## src/rtl/fgcap_pkg.sv

```systemverilog
// fgcap_pkg: shared types and default widths for the floating-gate capacitor
// oscillator frequency counter.
//   state_t         - measurement FSM states
//   *_DEF constants - default parameter values for the counter and its sync stage
package fgcap_pkg;

    typedef enum logic [1:0] {
        ST_IDLE = 2'd0,
        ST_ARM  = 2'd1,
        ST_GATE = 2'd2,
        ST_DONE = 2'd3
    } state_t;

    localparam int GATE_W_DEF      = 24;
    localparam int CNT_W_DEF       = 16;
    localparam int SYNC_STAGES_DEF = 2;

endpackage

```

## src/rtl/fgcap_sync_edge.sv

```systemverilog
// fgcap_sync_edge: multi-flop synchronizer followed by a rising-edge detector.
//   clk      in  - sampling clock
//   rst      in  - synchronous active-high reset, clears all flops
//   async_in in  - asynchronous input (oscillator pin)
//   edge_p   out - one-clock pulse per synchronized rising edge
module fgcap_sync_edge
    import fgcap_pkg::*;
#(
    parameter int SYNC_STAGES = SYNC_STAGES_DEF
) (
    input  logic clk,
    input  logic rst,
    input  logic async_in,
    output logic edge_p
);

    logic [SYNC_STAGES-1:0] sync_q;
    logic                   hist_q;

    always_ff @(posedge clk) begin
        if (rst) begin
            sync_q <= '0;
            hist_q <= 1'b0;
        end else begin
            sync_q <= {sync_q[SYNC_STAGES-2:0], async_in};
            hist_q <= sync_q[SYNC_STAGES-1];
        end
    end

    // High only in the first cycle the synchronized level is seen high, so a
    // toggling input yields at most one pulse every two clocks.
    assign edge_p = sync_q[SYNC_STAGES-1] & ~hist_q;

endmodule

```

## src/rtl/fgcap_freq_counter.sv

```systemverilog
// fgcap_freq_counter: counts rising edges of an asynchronous oscillator over a
// programmable window of wb_clk_i cycles and exposes the result in parallel and
// through a 1-bit shift readout.
//   wb_clk_i    in  - block clock
//   wb_rst_i    in  - synchronous active-high reset
//   osc_in      in  - asynchronous oscillator input
//   gate_cycles in  - window length in clocks, captured when the run arms
//   start       in  - one-cycle request to begin a measurement (ignored when busy)
//   busy        out - high while arming and during the gate window
//   done        out - one-cycle pulse when a result is committed
//   count       out - last committed edge count (saturating)
//   overflow    out - last measurement saturated
//   rd_load     in  - load {overflow, count} into the readout register
//   rd_shift    in  - shift the readout register left, filling 0
//   sdo         out - readout register MSB
module fgcap_freq_counter
    import fgcap_pkg::*;
#(
    parameter int GATE_W      = GATE_W_DEF,
    parameter int CNT_W       = CNT_W_DEF,
    parameter int SYNC_STAGES = SYNC_STAGES_DEF
) (
    input  logic              wb_clk_i,
    input  logic              wb_rst_i,
    input  logic              osc_in,
    input  logic [GATE_W-1:0] gate_cycles,
    input  logic              start,
    output logic              busy,
    output logic              done,
    output logic [CNT_W-1:0]  count,
    output logic              overflow,
    input  logic              rd_load,
    input  logic              rd_shift,
    output logic              sdo
);

    state_t            state;
    logic [GATE_W-1:0] gate_cnt;
    logic [CNT_W-1:0]  acc;
    logic              sat;
    logic [CNT_W-1:0]  acc_nxt;
    logic              sat_nxt;
    logic              edge_p;
    logic [CNT_W:0]    rd_sr;

    // Returns {sat, acc} after one gate cycle: at full scale the accumulator
    // holds and the saturation flag sticks instead of wrapping.
    function automatic logic [CNT_W:0] sat_inc(input logic [CNT_W-1:0] a,
                                               input logic             s,
                                               input logic             e);
        logic [CNT_W:0] r;
        r = {s, a};
        if (e) begin
            if (a == {CNT_W{1'b1}}) r = {1'b1, a};
            else                    r = {s, a + 1'b1};
        end
        return r;
    endfunction

    fgcap_sync_edge #(
        .SYNC_STAGES(SYNC_STAGES)
    ) u_sync_edge (
        .clk      (wb_clk_i),
        .rst      (wb_rst_i),
        .async_in (osc_in),
        .edge_p   (edge_p)
    );

    always_comb begin
        {sat_nxt, acc_nxt} = sat_inc(acc, sat, edge_p);
    end

    // Control and committed result. The result is written on the edge that
    // enters DONE so the new count is visible together with the done pulse.
    always_ff @(posedge wb_clk_i) begin
        if (wb_rst_i) begin
            state    <= ST_IDLE;
            count    <= '0;
            overflow <= 1'b0;
        end else begin
            case (state)
                ST_IDLE: if (start) state <= ST_ARM;
                ST_ARM: begin
                    if (gate_cycles == '0) begin
                        count    <= '0;
                        overflow <= 1'b0;
                        state    <= ST_DONE;
                    end else begin
                        state <= ST_GATE;
                    end
                end
                ST_GATE: begin
                    if (gate_cnt == GATE_W'(1)) begin
                        count    <= acc_nxt;
                        overflow <= sat_nxt;
                        state    <= ST_DONE;
                    end
                end
                default: state <= ST_IDLE;
            endcase
        end
    end

    // Window datapath; only meaningful while ARM/GATE, so it carries no reset.
    always_ff @(posedge wb_clk_i) begin
        if (state == ST_ARM) begin
            gate_cnt <= gate_cycles;
            acc      <= '0;
            sat      <= 1'b0;
        end else if (state == ST_GATE) begin
            gate_cnt <= gate_cnt - 1'b1;
            acc      <= acc_nxt;
            sat      <= sat_nxt;
        end
    end

    // Readout shifter; load has priority over shift.
    always_ff @(posedge wb_clk_i) begin
        if (wb_rst_i)      rd_sr <= '0;
        else if (rd_load)  rd_sr <= {overflow, count};
        else if (rd_shift) rd_sr <= {rd_sr[CNT_W-1:0], 1'b0};
    end

    assign busy = (state == ST_ARM) || (state == ST_GATE);
    assign done = (state == ST_DONE);
    assign sdo  = rd_sr[CNT_W];

endmodule

```

## config.mk

```make
export PLATFORM = sky130hd
export DESIGN_NAME = fgcap_freq_counter
export DESIGN_NICKNAME = d
export VERILOG_FILES = /design/src/rtl/fgcap_pkg.sv /design/src/rtl/fgcap_sync_edge.sv /design/src/rtl/fgcap_freq_counter.sv
export SDC_FILE = /design/constraint.sdc
export NUM_CORES = 1
export LEC_CHECK = 0
export ABC_AREA = 1
export CAP_MARGIN = 20
export CORE_MARGIN = 2
export CORE_UTILIZATION = 40
export DETAILED_ROUTE_END_ITERATION = 10
export HOLD_SLACK_MARGIN = 0.05
export SLEW_MARGIN = 20
export SYNTH_ARGS = -nofsm -noshare
export SYNTH_HDL_FRONTEND = slang
export SYNTH_SLANG_ARGS = --single-unit
export TNS_END_PERCENT = 1
```

## constraint.sdc

```tcl
create_clock -name wb_clk_i -period 3.19 [get_ports wb_clk_i]
set_clock_uncertainty 0.1 [all_clocks]
set_input_delay 0.638 -clock wb_clk_i [delete_from_list [all_inputs] [get_ports wb_clk_i]]
set_output_delay 0.638 -clock wb_clk_i [all_outputs]
set_load 0.05 [all_outputs]
```

==> summary.txt <==
Pwr
  • Clk pwr share: 0.234
  • Max IR drop VDD: 472.6 uV
  • Net Sw Frac: 0.4134
  • Power Dens Cells: between 800 and 900 mW/mm2
  • Combinational share of power: 0.390
  • Int Power: roughly 0.0027 W
  • Seq pwr share: 0.376
  • Total Power: about 0.0046 W
  • Leakage: around 2.4 nW
  • NetSw: between 0.0015 and 0.002 W

STA
  • Unrepaired setup endpoints after global routing: false
  • Max Clk Rate: 399.0 MHz
  • Minimum clock period: between 2 and 3 ns
  • Setup TNS: 0 ns
  • Pins Over Slew Limit: 0
  • Max-slew headroom: 0.6186
  • Endpoints failing hold: 0
  • Slew @ Worst Pin: ~0.57 ns
  • Final setup fails: 0
  • Tcrit/Tclk final: 0.7856

Yosys
  • #FFs+latches synth: 80
  • Seq/Total Area, Yosys: 0.3936
  • Share of flip-flops with an asynchronous set or reset: 0
  • Yosys warns: 0
  • Primary FF master, synth: dfxtp_1
  • Post-synth EDFFs: 24
  • Mapped cell area: about 0.0047 mm2
  • Post-synth cell types: 38
  • Post-synthesis cell count: just under 700
  • Mapped Nets: between 700 and 800
  • Avg Synthesized Cell Area: 6.802 um2

Placed design
  • Port Buf Inserts: about 50
  • Gpl congestion: around 0.92
  • Final HPWL DP: between 8000 and 9000 um

Floorplan
  • Num rows: 39
  • Total core area: ~0.011 mm2
  • Die Footprint: 0.01258 mm2
  • Die width: about 110 um
  • Starting Density: 0.4098
  • IO Pins: 50
  • DIE HEIGHT: around 110 um

Drt
  • Vias: 4,387
  • Vias per cell: 5.002
  • DRT iter0 DRCs: roughly 330
  • WL per Instance: between 10 and 15 um
  • Drt drc: 0
  • Top sig layer: met4
  • Met1 WL: 5579 um
  • Post-DRT Antenna Nets: 0
  • Detail Route met2 WL: 5450 um
  • WL final: 11,790 um
  • Drt first pass iters: 5
  • Met3 WL: ~550 um

Global routing
  • Total Routing Usage GR: 0.1942
  • Grt total ovfl: 0
  • Vias in the first global route: around 4,200
  • Largest net degree at the start of global routing: between 40 and 50
  • First-pass GRT wire length: about 20,000 um
  • Antenna violations before repair: 0

Critical path
  • Setup CP Type: reg -> out
  • Worst stage delay on the critical path: 0.82 ns
  • R2r startpoint: state[1]
  • Critical-path maximum fanout: 4
  • Critical-path top delay cell: clkdlybuf4s50_1
  • CP required: 2.45 ns
  • Startpoint types: flop
  • Critical path, cell by cell: ha_1, clkdlybuf4s50_1
  • CP Capture Type: output pin
  • CP Data Arrival Time: ~1.8 ns
  • Worst setup path startpoint: state[1]

Clocking
  • Clock transition at the registers of the reported paths: roughly 0.060 ns
  • Setup bufs post-CTS: 0
  • Inserted Clock Buffers: 9
  • Clk_lat worst skew: between 0.3 and 0.4 ns
  • H-tree depth: 3
  • CTS tree: yes
  • Root Buffer: clkbuf_16
  • Clock sink count: 80
  • Maximum clock path buffer count: 2
  • Post_cts resized: 0
  • Post-CTS Hold Fix Bufs: 0

Status
  • Status: finished clean

Min path
  • Hold crit path type: reg -> reg
  • Worst Min Path Start: u_sync_edge.sync_q[0]

Cells and area
  • # diodes: 0
  • Area growth, synth to finish: 19.04%
  • # nets final: between 700 and 800
  • Ratio of cells with drive above 1 in the final layout: 0.07084

Flow run
  • Max-cap violations: 0
worst max-delay path, delay by kind of cell (launching register included):
kind | cells | cell delay [ns]
adders and majority gates | 1 | 0.22
DFF | 1 | 0.39
buffers and inverters | 1 | 0.82
area by class of cell:
class,count,area [um2]
clock buffers,14,296.5
clock inverters,2,15.01
fillers,1155,5848
inverters,86,322.8
multi-input cells,498,2390
flip-flops and latches,80,1842
well taps,143,178.9
repair buffers,54,525.5
placed cells by master, fill, tap and decap left out, types with 11 or more instances in the layout:
cell type,count
nor2_1,135
nand3_1,37
o221ai_1,14
clkbuf_16,11
clkdlybuf4s50_1,48
o21ai_0,19
inv_1,81
a21oi_1,42
dfxtp_1,56
nand2_1,179
edfxtp_1,24
final timing paths:
check                          end  slack (ns)  cells after the start
min reg2reg  u_sync_edge.sync_q[1]        0.31                      2
min          u_sync_edge.sync_q[1]        0.31                      2
max reg2reg               count[7]        1.00                     12
max                           done        0.68                      2
routing by layer:
layer / global-route usage / up-vias
met5: 0 / -
met1: 0.2526 / 2016
met4: 0.05935 / 0
met2: 0.3205 / 90
met3: 0.04752 / 16
li1: - / 2265
stage by stage:
stage	utilization	hold slack (ns)	area, um2	worst slack, ns	instances
finish	0.4878	0.3127	5570	0.6839	877
global route	0.4878	0.3446	5570	0.6558	877
CTS	0.4878	0.3159	5570	0.6743	877
detailed placement	0.4606	0.3013	5259	0.6359	861
global placement	0.4606	0.3057	5259	0.6517	861
floorplan	-	0.2883	4679	1.000	688
power groups by stage:
stage	clock network, W	logic, W	registers (W)
2_1_floorplan	0	0.00108	0.00193
3_3_place_gp	0	0.00177	0.00174
3_5_place_dp	0	0.00179	0.00175
4_1_cts	0.00110	0.00180	0.00173
5_1_grt	0.00114	0.00201	0.00176
6_report	0.00108	0.00179	0.00173
cells in the mapped netlist, types with 2 or more instances:
cell	number	area share
a21oi_1	42	0.045
a31oi_1	5	0.0067
buf_2	4	0.0043
buf_4	2	0.0032
buf_6	3	0.0072
clkbuf_1	14	0.011
clkinv_1	2	0.0016
dfxtp_1	56	0.24
edfxtp_1	24	0.15
ha_1	7	0.019
inv_1	81	0.065
inv_2	3	0.0024
nand2_1	179	0.14
nand2_2	8	0.011
nand3_1	37	0.040
nand3_2	3	0.0064
nand4_1	5	0.0067
nor2_1	135	0.11
nor2_2	6	0.0080
nor2_4	6	0.014
nor3_1	4	0.0043
o21ai_0	19	0.020
o21ai_1	2	0.0021
o21bai_1	2	0.0032
o221ai_1	14	0.026
or2_2	2	0.0027
xnor2_1	5	0.0094
xor2_1	8	0.015
kinds of logic (layout without fill, tap and decap cells):
family,after synthesis,after routing,synth area share
buffers and inverters,110,156,0.09572
and+or+nand+nor,390,390,0.3570
DFF,80,80,0.3936
xor gates and xnor gates,13,13,0.02433
AOI/OAI and AO/OA,88,88,0.1107
adders and majority gates,7,7,0.01872
flip-flops by register name (all words and copies together), names as in the netlist:
| signal | cells |
|---|---|
| gate_cnt | 24 |
| rd_sr | 17 |
| acc | 16 |
| count | 16 |
| state | 2 |
| u_sync_edge.sync_q | 2 |
| overflow | 1 |
| sat | 1 |
| u_sync_edge.hist_q | 1 |
(Power assumes the default switching activity.)
